===== src/rtl/gate_sweep_ctrl_if.sv =====
// gate_sweep_ctrl_if: signal bundle between the sweep controller and its
// environment (requester plus the complex gate under test).
//
// Handshake: 'start' is a level request. It has no ready/ack; it is only
// acted on while the controller is idle or done, and 'busy'/'done' report
// where the sweep is. 'vec' drives the gate, and 'dut_y' is the gate's
// combinational response to it. The result outputs are stable whenever
// 'done' is high.
interface gate_sweep_ctrl_if;
  logic       start;
  logic       dut_y;
  logic [5:0] vec;
  logic       busy;
  logic       done;
  logic       pass;
  logic [6:0] err_count;
  logic       fail_valid;
  logic [5:0] fail_vec;

  // Controller side
  modport master (
    input  start,
    input  dut_y,
    output vec,
    output busy,
    output done,
    output pass,
    output err_count,
    output fail_valid,
    output fail_vec
  );

  // Requester / gate-under-test side
  modport slave (
    output start,
    output dut_y,
    input  vec,
    input  busy,
    input  done,
    input  pass,
    input  err_count,
    input  fail_valid,
    input  fail_vec
  );
endinterface


===== src/rtl/gate_sweep_ctrl.sv =====
// gate_sweep_ctrl: exhaustive functional test of one complex gate,
//   Y = ~((A|B) & ((C&D)|(E&F)))
// Walks vec = {A,B,C,D,E,F} through 0..63. Each vector settles for
// SETTLE_CYCLES cycles and is then sampled for one cycle, so every vector
// is held for SETTLE_CYCLES+1 cycles. Mismatches are counted and the first
// failing vector is recorded.
//
// Optional build macro FAIL_HALT_EN: when defined, the first mismatch ends
// the sweep immediately and vec stays on the failing vector.
module gate_sweep_ctrl #(
  parameter int unsigned SETTLE_CYCLES = 2  // legal range 1..15
) (
  input  logic               clk,
  input  logic               rst_n,
  gate_sweep_ctrl_if.master  sweep_if,
  output logic [1:0]         state_o   // debug view of the FSM state
);

  typedef enum logic [1:0] {
    IDLE   = 2'd0,
    SETTLE = 2'd1,
    SAMPLE = 2'd2,
    DONE   = 2'd3
  } state_t;

  // Counter load value: SETTLE lasts SETTLE_CYCLES cycles because it leaves
  // on the edge at which the counter is already zero.
  localparam logic [3:0] SETTLE_RELOAD = 4'(SETTLE_CYCLES - 1);

`ifdef FAIL_HALT_EN
  localparam bit HALT_ON_FAIL = 1'b1;
`else
  localparam bit HALT_ON_FAIL = 1'b0;
`endif

  state_t     state_q, state_d;
  logic [5:0] vec_q, vec_d;
  logic [3:0] cnt_q, cnt_d;
  logic [6:0] err_q, err_d;
  logic       fv_q, fv_d;
  logic [5:0] fvec_q, fvec_d;

  // Golden response of the gate for the vector currently applied
  logic exp_y;
  logic mismatch;

  assign exp_y    = ~((vec_q[5] | vec_q[4]) &
                      ((vec_q[3] & vec_q[2]) | (vec_q[1] & vec_q[0])));
  assign mismatch = (state_q == SAMPLE) && (sweep_if.dut_y != exp_y);

  // State and result registers; reset drops everything, including any
  // partial sweep results.
  always_ff @(posedge clk or negedge rst_n) begin
    if (!rst_n) begin
      state_q <= IDLE;
      vec_q   <= 6'd0;
      cnt_q   <= 4'd0;
      err_q   <= 7'd0;
      fv_q    <= 1'b0;
      fvec_q  <= 6'd0;
    end else begin
      state_q <= state_d;
      vec_q   <= vec_d;
      cnt_q   <= cnt_d;
      err_q   <= err_d;
      fv_q    <= fv_d;
      fvec_q  <= fvec_d;
    end
  end

  // Next-state and datapath updates
  always_comb begin
    state_d = state_q;
    vec_d   = vec_q;
    cnt_d   = cnt_q;
    err_d   = err_q;
    fv_d    = fv_q;
    fvec_d  = fvec_q;

    case (state_q)
      IDLE, DONE: begin
        // Results stay frozen here until a new start clears them.
        if (sweep_if.start) begin
          state_d = SETTLE;
          vec_d   = 6'd0;
          cnt_d   = SETTLE_RELOAD;
          err_d   = 7'd0;
          fv_d    = 1'b0;
          fvec_d  = 6'd0;
        end
      end

      SETTLE: begin
        // start is deliberately not looked at while busy.
        if (cnt_q == 4'd0) begin
          state_d = SAMPLE;
        end else begin
          cnt_d = cnt_q - 4'd1;
        end
      end

      SAMPLE: begin
        // The count is updated on this same edge, so a failure on the
        // last vector is already included when DONE is entered.
        if (mismatch) begin
          err_d = err_q + 7'd1;
          if (!fv_q) begin
            fv_d   = 1'b1;
            fvec_d = vec_q;
          end
        end

        if (HALT_ON_FAIL && mismatch) begin
          // Only the first mismatch can get here: it stops the sweep.
          state_d = DONE;
        end else if (vec_q == 6'd63) begin
          // vec holds at 63; it never wraps.
          state_d = DONE;
        end else begin
          vec_d   = vec_q + 6'd1;
          cnt_d   = SETTLE_RELOAD;
          state_d = SETTLE;
        end
      end

      default: begin
        state_d = IDLE;
      end
    endcase
  end

  // Output decode straight from registers, so reset clears them at once
  assign sweep_if.vec        = vec_q;
  assign sweep_if.busy       = (state_q == SETTLE) || (state_q == SAMPLE);
  assign sweep_if.done       = (state_q == DONE);
  assign sweep_if.pass       = (state_q == DONE) && (err_q == 7'd0);
  assign sweep_if.err_count  = err_q;
  assign sweep_if.fail_valid = fv_q;
  assign sweep_if.fail_vec   = fvec_q;
  assign state_o             = state_q;

endmodule


===== src/flat_wrapper.sv =====
// flat-port wrapper written by rule: the top's interface ports become plain ports
module gate_sweep_ctrl_flat 
#(
  parameter int unsigned SETTLE_CYCLES = 2                      
)
  (clk, rst_n, state_o, sweep_if_start, sweep_if_dut_y, sweep_if_vec, sweep_if_busy, sweep_if_done, sweep_if_pass, sweep_if_err_count, sweep_if_fail_valid, sweep_if_fail_vec);
  gate_sweep_ctrl_if sweep_if_i ();
  input  logic clk;
  input  logic rst_n;
  output logic [1:0] state_o;
  input wire logic [$bits(sweep_if_i.start)-1:0] sweep_if_start;
  input wire logic [$bits(sweep_if_i.dut_y)-1:0] sweep_if_dut_y;
  output wire logic [$bits(sweep_if_i.vec)-1:0] sweep_if_vec;
  output wire logic [$bits(sweep_if_i.busy)-1:0] sweep_if_busy;
  output wire logic [$bits(sweep_if_i.done)-1:0] sweep_if_done;
  output wire logic [$bits(sweep_if_i.pass)-1:0] sweep_if_pass;
  output wire logic [$bits(sweep_if_i.err_count)-1:0] sweep_if_err_count;
  output wire logic [$bits(sweep_if_i.fail_valid)-1:0] sweep_if_fail_valid;
  output wire logic [$bits(sweep_if_i.fail_vec)-1:0] sweep_if_fail_vec;
  assign sweep_if_i.start = sweep_if_start;
  assign sweep_if_i.dut_y = sweep_if_dut_y;
  assign sweep_if_vec = sweep_if_i.vec;
  assign sweep_if_busy = sweep_if_i.busy;
  assign sweep_if_done = sweep_if_i.done;
  assign sweep_if_pass = sweep_if_i.pass;
  assign sweep_if_err_count = sweep_if_i.err_count;
  assign sweep_if_fail_valid = sweep_if_i.fail_valid;
  assign sweep_if_fail_vec = sweep_if_i.fail_vec;
  gate_sweep_ctrl #(.SETTLE_CYCLES(SETTLE_CYCLES)) u_core (.clk(clk), .rst_n(rst_n), .sweep_if(sweep_if_i), .state_o(state_o));
endmodule

===== config.mk =====
export PLATFORM = sky130hd
export DESIGN_NAME = gate_sweep_ctrl_flat
export DESIGN_NICKNAME = d
export VERILOG_FILES = /design/src/rtl/gate_sweep_ctrl_if.sv /design/src/rtl/gate_sweep_ctrl.sv /design/src/flat_wrapper.sv
export SDC_FILE = /design/constraint.sdc
export NUM_CORES = 1
export LEC_CHECK = 0
export ABC_AREA = 1
export BUFFER_PORTS_ARGS = -buffer_cell sky130_fd_sc_hd__buf_2
export CORE_UTILIZATION = 57
export CTS_BUF_LIST = sky130_fd_sc_hd__clkbuf_2
export DETAILED_ROUTE_END_ITERATION = 10
export GPL_TIMING_DRIVEN = 0
export PLACE_DENSITY = 0.81
export SYNTH_ARGS = -nofsm -noshare
export SYNTH_HDL_FRONTEND = slang
export SYNTH_SLANG_ARGS = --single-unit

===== constraint.sdc =====
create_clock -name clk -period 1.7 [get_ports clk]
set_input_delay 0 -clock clk [delete_from_list [all_inputs] [get_ports clk]]
set_output_delay 0 -clock clk [all_outputs]
set_load 0.01 [all_outputs]

==> metrics.md, run 1 <==
| Metric | Value |
|---|---|
| Avg Cell Area, Syn | 7.427 sq um |
| Worst-Skew Late Latency | ~0.36 ns |
| Status | finished clean |
| Worst EP required | 1.98 ns |
| Place WS | -0.03966 ns |
| Setup ws final | approximately 0.13 ns |
| Seq cells post-synth | 26 |
| Period Utilization, post-route | 92.40% |
| Initial Util | 59.50% |
| Clk_skew | between 0.007 and 0.008 ns |
| CTS tree | built |
| Worst min path class | in -> reg |
| Die Wd | roughly 55 um |
| # rows | 19 |
| N_diodes | 0 |
| Yosys warning total | 0 |
| Pwr dens | roughly 640 mW/mm^2 |
| Final setup fails | 0 |
| Number of max-cap violations | 0 |
| CTS root buffer | clkbuf_2 |
| Routed len/inst | 11.74 um |
| Seq/Total Area, Yosys | 40.00% |
| Cell taking the most area after synthesis | dfrtp_1 |
| Total chip power | 1.219 mW |
| Slew Viols, Final | 0 |
| Num CTS Buffers | 3 |
| Initial antenna violation count | 0 |
| Share of the synthesized area in the top cell type | roughly 40% |
| Fill cell count | around 230 |
| WHS | 0.09862 ns |
| Hold Violations, Final | 0 |
| Async SR Flop Fraction | 100.0% |
| Routed vias/inst | roughly 5.3 |
| Count leader, synth | nand2_1 |
| GR Util All Layers | between 20% and 30% |
| Total grt overflow | 0 |
| Synth Cell Area | 0.001627 sq mm |
| Achievable Freq | roughly 640 MHz |
| First-pass GRT wire length | around 5600 um |
| Worst-path clk slew | approximately 0.25 ns |
| Primary FF master, synth | dfrtp_1 |
| Syn-to-layout area delta | 17.08% |
| Non-Filler Instances | around 290 |
| Max Buffers Root-to-Sink | 2 |
| Worst setup path category | reg -> reg |
| Synth top cells by count | nand2_1 (70), inv_1 (27), dfrtp_1 (26), nor2_1 (17) |
| Num ports | 29 |
| Core area | around 0.0027 sq mm |
| Final routed DRC violation total | 0 |
| Post-synth EDFFs | 0 |
| Pleak | 1.030 nW |
| Synth area leaders | dfrtp_1 (40%), nand2_1 (16%), ha_1 (6.9%), inv_1 (6.2%), nand4_1 (5.8%) |
| Die Y | 55.42 um |
| I/O Buffers | 28 |
| Startpoint Class | flip-flop |
| Mapped Cells | 219 |
| Detailed Routing Iterations Pass 1 | 4 |
| Worst slew margin | around 62% |
| Number of global-route vias before repair | between 1000 and 1500 |
| Tmin final | around 1.6 ns |
| DRT Wirelength | approximately 3400 um |
| Share of cells above drive strength 1 | ~25% |
| Remaining antenna violation count | 0 |
| Detailed placement HPWL | between 2000 and 2500 um |
| CP max FO | 9 |
| Worst vdd ir | between 0.6 and 0.7 mV |
| Slew @ Worst Pin | 0.5679 ns |
| H-tree depth | 1 |
| Final nets | roughly 270 |
| Starting DRT DRC Count | 84 |
| Arrival @ worst endpoint | about 1.9 ns |
| Netlist cell types | 24 |
| GP Congestion | around 0.80 |
| Worst Setup End Kind | flip-flop |
| Die Footprint | about 0.003 sq mm |
| Sink Count | 26 |
| Layout Utilization | 69.66% |
| Placed Cells incl. Taps | 278 |
| Syn Nets | around 230 |
| Largest net degree at the start of global routing | 27 |
| Total number of vias | between 1500 and 2000 |
[critical path: stages, from the launching register on]
cell	delay [ns]
dfrtp_1	0.49
ha_1	0.21
buf_4	0.17
nand2_1	0.07
inv_1	0.07
nand2_2	0.10
nand2_2	0.08
nor2_4	0.11
inv_2	0.07
nand2_1	0.05
o21ai_0	0.06
[sequential cells by signal, indices dropped and copies added (netlist names)]
name	count
u_core.sweep_if.fail_valid	1
u_core.cnt_q	4
u_core.sweep_if.fail_vec	6
u_core.sweep_if.err_count	7
u_core.sweep_if.vec	6
u_core.state_o	2
[cell families (layout without fill, tap and decap cells)]
kind of cell,count (synthesis),after routing,share of synthesized area (%)
AO/OA/AOI/OAI,16,16,5.308
AND/OR/NAND/NOR,133,133,38.23
buffers and inverters,35,71,9.539
adder cells (fa/ha/maj),9,9,6.923
flip-flops,26,26,40.00
[final timing paths]
check                                                          endpoint                           from  cells past startpoint  slack (ns)
worst min-delay path            u_core.sweep_if.fail_vec[5]$_DFFE_PN0P_                 sweep_if_start                      5         0.1
worst min register to register              u_core.cnt_q[0]$_DFFE_PN0P_    u_core.cnt_q[0]$_DFFE_PN0P_                      1        0.49
worst max register to register              u_core.cnt_q[2]$_DFFE_PN0P_  u_core.state_o[1]$_DFFE_PN0P_                     10        0.13
worst max-delay path                        u_core.cnt_q[2]$_DFFE_PN0P_  u_core.state_o[1]$_DFFE_PN0P_                     10        0.13
max in group asynchronous                 u_core.state_o[0]$_DFFE_PN0P_                          rst_n                      2        1.18
min in group asynchronous       u_core.sweep_if.fail_vec[3]$_DFFE_PN0P_                          rst_n                      2        0.11
[stage by stage]
stage               TNS (ns)  area (sq um)
floorplan                  0          1627
global placement    -0.07976          1805
detailed placement   -0.2649          1805
CTS                        0          1843
global route         -0.1133          1904
finish                     0          1904
[cell type report]
| cell class | instances | area, sq um | share of cell area, % |
|---|---|---|---|
| tap | 31 | 38.79 | 2.037 |
| multi-input combinational | 158 | 855.8 | 44.94 |
| buffer | 7 | 58.81 | 3.088 |
| timing repair buffer | 32 | 172.7 | 9.067 |
| clock inverter | 1 | 3.754 | 0.1971 |
| inverter | 28 | 105.1 | 5.519 |
| sequential | 26 | 654.4 | 34.36 |
| clock buffer | 3 | 15.01 | 0.7884 |
[layout by cell type (no fill, tap or decap), types with 3 or more instances in the layout]
cell type  instances
nand2_1           69
buf_2             30
inv_1             26
dfrtp_1           23
nor2_1            15
nand3_1           15
nand4_1           15
o21ai_0           10
ha_1               8
buf_4              5
nand2_2            3
nand3_2            3
buf_6              3
nor2_2             3
or2_2              3
clkbuf_2           3
dfrtp_2            3
[power by group]
group	total, mW	internal (mW)	switching, mW
Combinational	0.225	0.0940	0.131
Clock	0.239	0.0511	0.188
Sequential	0.755	0.674	0.0814
[per-layer routing]
layer | routed length, um | vias to the layer above | GRT usage [%]
li1 | - | 775 | -
met2 | 1609 | 37 | 37.01
met4 | 38 | 0 | 6.429
met3 | 115 | 5 | 2.108
met5 | 0 | - | 0
met1 | 1595 | 699 | 32.77
[what timing repair did]
item,in CTS,in global routing
resized for setup,1,17
endpoints found under the hold margin,26,0
setup buffers,1,2
hold buffers,1,0
endpoints found under the setup margin,10,27
(Power assumes the default switching activity.)
==> run 2: changes to the inputs <==
CTS_CLUSTER_DIAMETER = 30   (was unset)
SETUP_SLACK_MARGIN = 0.4   (was unset)
SKIP_LAST_GASP = 1   (was unset)
==> metrics.md, run 2 (synthesized netlist as in run 1, its figures left out) <==
| Metric | Value |
|---|---|
| Layer with the highest usage | met2 (unchanged) |
| Share of cells above drive strength 1 | 38.63% (was 25.10%) |
| Achievable Freq | 655.3 MHz (was 636.6 MHz) |
| M3 GR Usage | 2.810% (was 2.108%) |
| Max Buffers Root-to-Sink | 2 (unchanged) |
| Die Y | 55.42 um (unchanged) |
| Die Footprint | 0.003071 sq mm (unchanged) |
| Worst EP required | 1.70 ns (was 1.98 ns) |
| RSZ-0062 raised after global routing | yes |
| N_diodes | 0 (unchanged) |
| Final setup fails | 0 (unchanged) |
| Syn-to-layout area delta | 39.62% (was 17.08%) |
| GP Congestion | 0.8098 (was 0.7992) |
| Pleak | 1.196 nW (was 1.030 nW) |
| WP buf/inv | 1 (was 3) |
| Sink Count | 26 (unchanged) |
| Largest delay share family, worst path | flip-flops (unchanged) |
| Worst-path cell chain | ha_1 -> nand3_1 -> nor4_1 -> buf_2 (was ha_1 -> buf_4 -> nand2_1 -> inv_1 -> nand2_2 -> nand2_2 -> nor2_4 -> inv_2 -> nand2_1 -> o21ai_0) |
| Clk_skew | 0.006858 ns (was 0.007554 ns) |
| Period Utilization, post-route | 89.77% (was 92.40%) |
| Arrival @ worst endpoint | 1.53 ns (was 1.85 ns) |
| Detailed placement HPWL | 2413 um (was 2346 um) |
| I/O Buffers | 28 (unchanged) |
| Largest net degree at the start of global routing | 27 (unchanged) |
| DRT Wirelength | 4557 um (was 3359 um) |
| Routed vias/inst | 5.607 (was 5.301) |
| Die Wd | 55.42 um (unchanged) |
| Starting DRT DRC Count | 73 (was 84) |
| Worst-path clk slew | 0.26 ns (was 0.25 ns) |
| Number of global-route vias before repair | 1538 (was 1286) |
| Startpoint Class | flip-flop (unchanged) |
| Tmin final | 1.526 ns (was 1.571 ns) |
| Layout Utilization | 83.07% (was 69.66%) |
| CP max FO | 4 (was 9) |
| CTS root buffer | clkbuf_2 (unchanged) |
| Worst min path class | in -> async (was in -> reg) |
| GR Util All Layers | 28.43% (was 22.85%) |
| Num CTS Buffers | 3 (unchanged) |
| Max stage delay on crit path | 0.49 ns (about the same) |
| Commonest non-fill, non-tap cell in the layout | nand2_1 (unchanged) |
| Slew Viols, Final | 0 (unchanged) |
| Num ports | 29 (unchanged) |
| Max reg flops | 7 (unchanged) |
| First-pass GRT wire length | 7010 um (was 5644 um) |
| Status | finished clean (unchanged) |
| Pwr dens | 556.3 mW/mm^2 (was 640.1 mW/mm^2) |
| # rows | 19 (unchanged) |
| Most frequent cells in the layout | nand2_1 (59), buf_2 (28), dfrtp_1 (22) (was nand2_1 (69), buf_2 (30), inv_1 (26)) |
| Slew @ Worst Pin | 0.5895 ns (was 0.5679 ns) |
| H-tree depth | 1 (unchanged) |
| Worst-Skew Late Latency | 0.38 ns (was 0.36 ns) |
| CTS tree | built (unchanged) |
| Remaining antenna violation count | 0 (unchanged) |
| Hold Violations, Final | 0 (unchanged) |
| Slowest-stage cell, CP | dfrtp_2 (was dfrtp_1) |
| Initial antenna violation count | 0 (unchanged) |
| Setup TNS | 0 ns (unchanged) |
| Met2 Use GR | 48.36% (was 37.01%) |
| Final routed DRC violation total | 0 (unchanged) |
| Routed len/inst | 14.80 um (was 11.74 um) |
| Total number of vias | 1727 (was 1516) |
| Worst Setup End Kind | output port (was flip-flop) |
| Worst vdd ir | 0.8733 mV (was 0.6767 mV) |
| Worst setup path category | reg -> out (was reg -> reg) |
| Met1 usage | 38.53% (was 32.77%) |
| Total grt overflow | 0 (unchanged) |
| Initial Util | 59.50% (unchanged) |
| Detailed Routing Iterations Pass 1 | 4 (unchanged) |
| Number of max-cap violations | 0 (unchanged) |
| Final nets | 291 (was 269) |
| Core area | 0.002734 sq mm (unchanged) |
| Worst slew margin | 60.70% (was 62.14%) |
[run 2: cell type report]
cell class,instances,area (sq um)
Buffer,7,83.83
Clock buffer,3,15.01
Clock inverter,1,3.754
Fill cell,160,462.9
Inverter,28,120.1
Multi-Input combinational cell,158,960.9
Sequential cell,26,655.6
Tap cell,31,38.79
Timing Repair Buffer,54,392.9
[run 2: final timing paths]
check	from	end	slack (ns)	depth (start not counted)
min reg2reg	u_core.sweep_if.fail_vec[3]$_DFFE_PN0P_	u_core.sweep_if.fail_vec[3]$_DFFE_PN0P_	0.51	2
min in group clk	sweep_if_start	u_core.sweep_if.vec[5]$_DFFE_PN0P_	0.13	5
max in group asynchronous	rst_n	u_core.sweep_if.err_count[0]$_DFFE_PN0P_	1.19	2
max	u_core.state_o[1]$_DFFE_PN0P_	sweep_if_pass	0.17	4
max reg2reg	u_core.state_o[0]$_DFFE_PN0P_	u_core.sweep_if.fail_vec[5]$_DFFE_PN0P_	0.17	9
min	rst_n	u_core.sweep_if.fail_valid$_DFFE_PN0P_	0.1	2
[run 2: timing repair]
action | in CTS | in global routing
endpoints found under the hold margin | 26 | 0
setup buffers | 16 | 6
hold buffers | 1 | 0
pin swaps | 6 | 10
gates resized for setup | 33 | 14
setup endpoints to repair | 28 | 28
cloned | 2 | 1
[run 2: per-stage QoR]
step | worst slack (ns) | total power [mW] | cells | hold slack (ns) | area, sq um
finish | 0.1740 | 1.263 | 308 | 0.09949 | 2271
global route | 0.1004 | 1.333 | 308 | 0.1309 | 2271
CTS | 0.2074 | 1.245 | 301 | 0.1292 | 2162
detailed placement | 0.1646 | 0.9903 | 278 | 0.03678 | 1867
global placement | 0.1961 | 0.9805 | 278 | 0.03575 | 1867
floorplan | 0.2745 | 0.8847 | 219 | -0.2956 | 1688
[run 2: report_power, final]
part	switching [mW]	internal (mW)	total, mW
clock	0.202	0.0510	0.253
combinational	0.153	0.112	0.265
sequential	0.0708	0.674	0.745
total	0.426	0.837	1.26
[run 2: metal layers]
metal / part of all wire (%) / vias to the layer above
met4: 5.4 / 0
met1: 43 / 803
met2: 46 / 79
li1: - / 820
met3: 5.7 / 25
met5: 0 / -
==> run 3: changes to the inputs <==
CELL_PAD_IN_SITES_DETAIL_PLACEMENT = 0   (was unset)
CELL_PAD_IN_SITES_GLOBAL_PLACEMENT = 1   (was unset)
CORE_ASPECT_RATIO = 2   (was unset)
CORE_UTILIZATION = 41   (was 57)
PLACE_DENSITY = unset   (was 0.81)
PLACE_DENSITY_LB_ADDON = 0.1   (was unset)
==> metrics.md, run 3 (synthesized netlist as in run 1, its figures left out) <==
| Metric | Value |
|---|---|
| Worst slew margin | 59.82% (was 60.70%) |
| # rows | 32 (was 19) |
| Core area | 0.003804 sq mm (was 0.002734 sq mm) |
| Initial antenna violation count | 0 (unchanged) |
| Total number of vias | 1630 (was 1727) |
| N_diodes | 0 (unchanged) |
| Slowest-stage cell, CP | dfrtp_2 (unchanged) |
| Worst-path clk slew | 0.27 ns (was 0.26 ns) |
| Clk_skew | 0.01604 ns (was 0.006858 ns) |
| Hold EP | u_core.sweep_if.fail_vec[0]$_DFFE_PN0P_ |
| Setup TNS | 0 ns (unchanged) |
| Slew @ Worst Pin | 0.6026 ns (was 0.5895 ns) |
| Final routed DRC violation total | 0 (unchanged) |
| Remaining antenna violation count | 0 (unchanged) |
| Period Utilization, post-route | 89.01% (was 89.77%) |
| Final nets | 284 (was 291) |
| Die Footprint | 0.004238 sq mm (was 0.003071 sq mm) |
| R2R Path End | u_core.sweep_if.err_count[1]$_DFFE_PN0P_ (was u_core.sweep_if.fail_vec[5]$_DFFE_PN0P_) |
| Max reg flops | 7 (unchanged) |
| Worst vdd ir | 0.3342 mV (was 0.8733 mV) |
| Worst min path class | in -> reg (was in -> async) |
| Tmin final | 1.513 ns (was 1.526 ns) |
| Worst-Skew Late Latency | 0.36 ns (was 0.38 ns) |
| Most frequent cells in the layout | nand2_1 (59), buf_2 (27), inv_1 (21), dfrtp_1 (21) (was nand2_1 (59), buf_2 (28), dfrtp_1 (22)) |
| GP Congestion | 0.8237 (was 0.8098) |
| Arrival @ worst endpoint | 1.83 ns (was 1.53 ns) |
| RSZ-0062 raised after global routing | yes (unchanged) |
| Max Buffers Root-to-Sink | 2 (unchanged) |
| Achievable Freq | 660.9 MHz (was 655.3 MHz) |
| Total grt overflow | 0 (unchanged) |
| Starting DRT DRC Count | 25 (was 73) |
| First-pass GRT wire length | 7176 um (was 7010 um) |
| GR Util All Layers | 22.77% (was 28.43%) |
| Die Y | 91.08 um (was 55.42 um) |
| Syn-to-layout area delta | 36.69% (was 39.62%) |
| Worst hold start | sweep_if_start |
| Pleak | 1.136 nW (was 1.196 nW) |
| Largest delay share family, worst path | flip-flops (unchanged) |
| Number of max-cap violations | 0 (unchanged) |
| Share of cells above drive strength 1 | 38.15% (was 38.63%) |
| Max stage delay on crit path | 0.50 ns (was 0.49 ns) |
| Num CTS Buffers | 3 (unchanged) |
| WP buf/inv | 4 (was 1) |
| Initial Util | 42.76% (was 59.50%) |
| Worst setup path category | reg -> reg (was reg -> out) |
| CTS tree | built (unchanged) |
| Worst-path cell chain | inv_2 -> ha_4 -> inv_4 -> nor2_4 -> inv_4 -> buf_6 -> nand3_4 -> nand2_1 -> nand2_1 (was ha_1 -> nand3_1 -> nor4_1 -> buf_2) |
| Slew Viols, Final | 0 (unchanged) |
| Num ports | 29 (unchanged) |
| Sink Count | 26 (unchanged) |
| Worst r2r src | u_core.state_o[0]$_DFFE_PN0P_ (unchanged) |
| Status | finished clean (unchanged) |
| I/O Buffers | 28 (unchanged) |
| Startpoint Class | flip-flop (unchanged) |
| H-tree depth | 1 (unchanged) |
| Worst Setup End Kind | flip-flop (was output port) |
| Commonest non-fill, non-tap cell in the layout | nand2_1 (unchanged) |
| DRT Wirelength | 4262 um (was 4557 um) |
| Hold Violations, Final | 0 (unchanged) |
| Worst EP required | 2.02 ns (was 1.70 ns) |
| Pwr dens | 562.7 mW/mm^2 (was 556.3 mW/mm^2) |
| Place WS | 0.1364 ns (was 0.1646 ns) |
| Cell Area, Placed | 0.001892 sq mm (was 0.001867 sq mm) |
| Routed vias/inst | 5.078 (was 5.607) |
| Die Wd | 46.54 um (was 55.42 um) |
| Routed len/inst | 13.28 um (was 14.80 um) |
| Hold path cells | 5 |
| Number of global-route vias before repair | 1608 (was 1538) |
| Reg2reg path depth | 9 (unchanged) |
| CP max FO | 8 (was 4) |
| Detailed placement HPWL | 2935 um (was 2413 um) |
| Final setup fails | 0 (unchanged) |
| WHS | 0.1203 ns (was 0.09949 ns) |
| Design Area, Final | 0.002223 sq mm (was 0.002271 sq mm) |
| Detailed Routing Iterations Pass 1 | 4 (unchanged) |
| CTS root buffer | clkbuf_2 (unchanged) |
| Largest net degree at the start of global routing | 27 (unchanged) |
| Setup ws final | 0.1868 ns (was 0.1740 ns) |
| Worst reg2reg setup slack | 0.19 ns (was 0.17 ns) |
==> run 3: cell types whose count changed in the layout (fill, tap and decap cells not counted), sizes merged <==
| cell | delta |
|---|---|
| buf | -6 |
| clkbuf | -1 |
==> run 3: worst reg2reg max path: stages, from the launching register on <==
cell,delay [ns]
dfrtp_2,0.50
inv_2,0.06
ha_4,0.26
inv_4,0.03
nor2_4,0.14
inv_4,0.07
buf_6,0.14
nand3_4,0.13
nand2_1,0.07
nand2_1,0.06
==> run 3: what timing repair did <==
item	4_1_cts	5_1_grt
resized for setup	28	16
pin swaps	6	4
cloned	3	0
hold buffers	1	0
buffers inserted	14	1
setup endpoints to repair	28	30
hold endpoints to repair	26	0
==> run 3: per-stage QoR <==
step,utilization [%],total power [mW],std cells
2_1_floorplan,-,0.8847,219
3_3_place_gp,49.74,0.9897,298
3_5_place_dp,49.74,0.9940,298
4_1_cts,56.74,1.255,320
5_1_grt,58.45,1.346,321
6_report,58.45,1.251,321
==> run 3: area by class of cell <==
| cell class | count | area [sq um] |
|---|---|---|
| clock inverter | 1 | 3.754 |
| timing repair buffer | 47 | 319.1 |
| inverter | 28 | 115.1 |
| fill | 392 | 1580 |
| tap | 51 | 63.81 |
| multi-input combinational | 158 | 970.9 |
| clock buffer | 3 | 15.01 |
| buffer | 7 | 78.83 |
| sequential | 26 | 656.9 |
==> run 3: power breakdown <==
group          switching (mW)  internal (mW)  total (mW)
clock                   0.199         0.0511       0.250
sequential             0.0855          0.674       0.760
combinational           0.136          0.105       0.242
total                   0.421          0.830        1.25
==> run 3: routing by layer <==
| layer | wire length (um) | vias to the layer above | global-route usage (%) |
|---|---|---|---|
| met5 | 0 | - | 0 |
| met4 | 160 | 0 | 12.25 |
| met2 | 2330 | 34 | 40.05 |
| met3 | 80 | 12 | 2.386 |
| met1 | 1691 | 771 | 24.15 |
| li1 | - | 813 | - |
==> run 3: worst max-delay path by stage <==
| stage | slack [ns] | from | cells past startpoint | end |
|---|---|---|---|---|
| 4_1_cts | 0.22 | u_core.state_o[1]$_DFFE_PN0P_ | 8 | u_core.sweep_if.err_count[3]$_DFFE_PN0P_ |
| 5_1_grt | 0.10 | u_core.sweep_if.err_count[1]$_DFFE_PN0P_ | 5 | sweep_if_pass |
| 3_3_place_gp | 0.16 | u_core.state_o[1]$_DFFE_PN0P_ | 7 | u_core.sweep_if.fail_vec[1]$_DFFE_PN0P_ |
| 2_1_floorplan | 0.27 | u_core.state_o[0]$_DFFE_PN0P_ | 8 | u_core.sweep_if.fail_vec[0]$_DFFE_PN0P_ |
| 6_report | 0.19 | u_core.state_o[0]$_DFFE_PN0P_ | 9 | u_core.sweep_if.err_count[1]$_DFFE_PN0P_ |
| 3_5_place_dp | 0.14 | u_core.state_o[1]$_DFFE_PN0P_ | 7 | u_core.sweep_if.fail_vec[5]$_DFFE_PN0P_ |
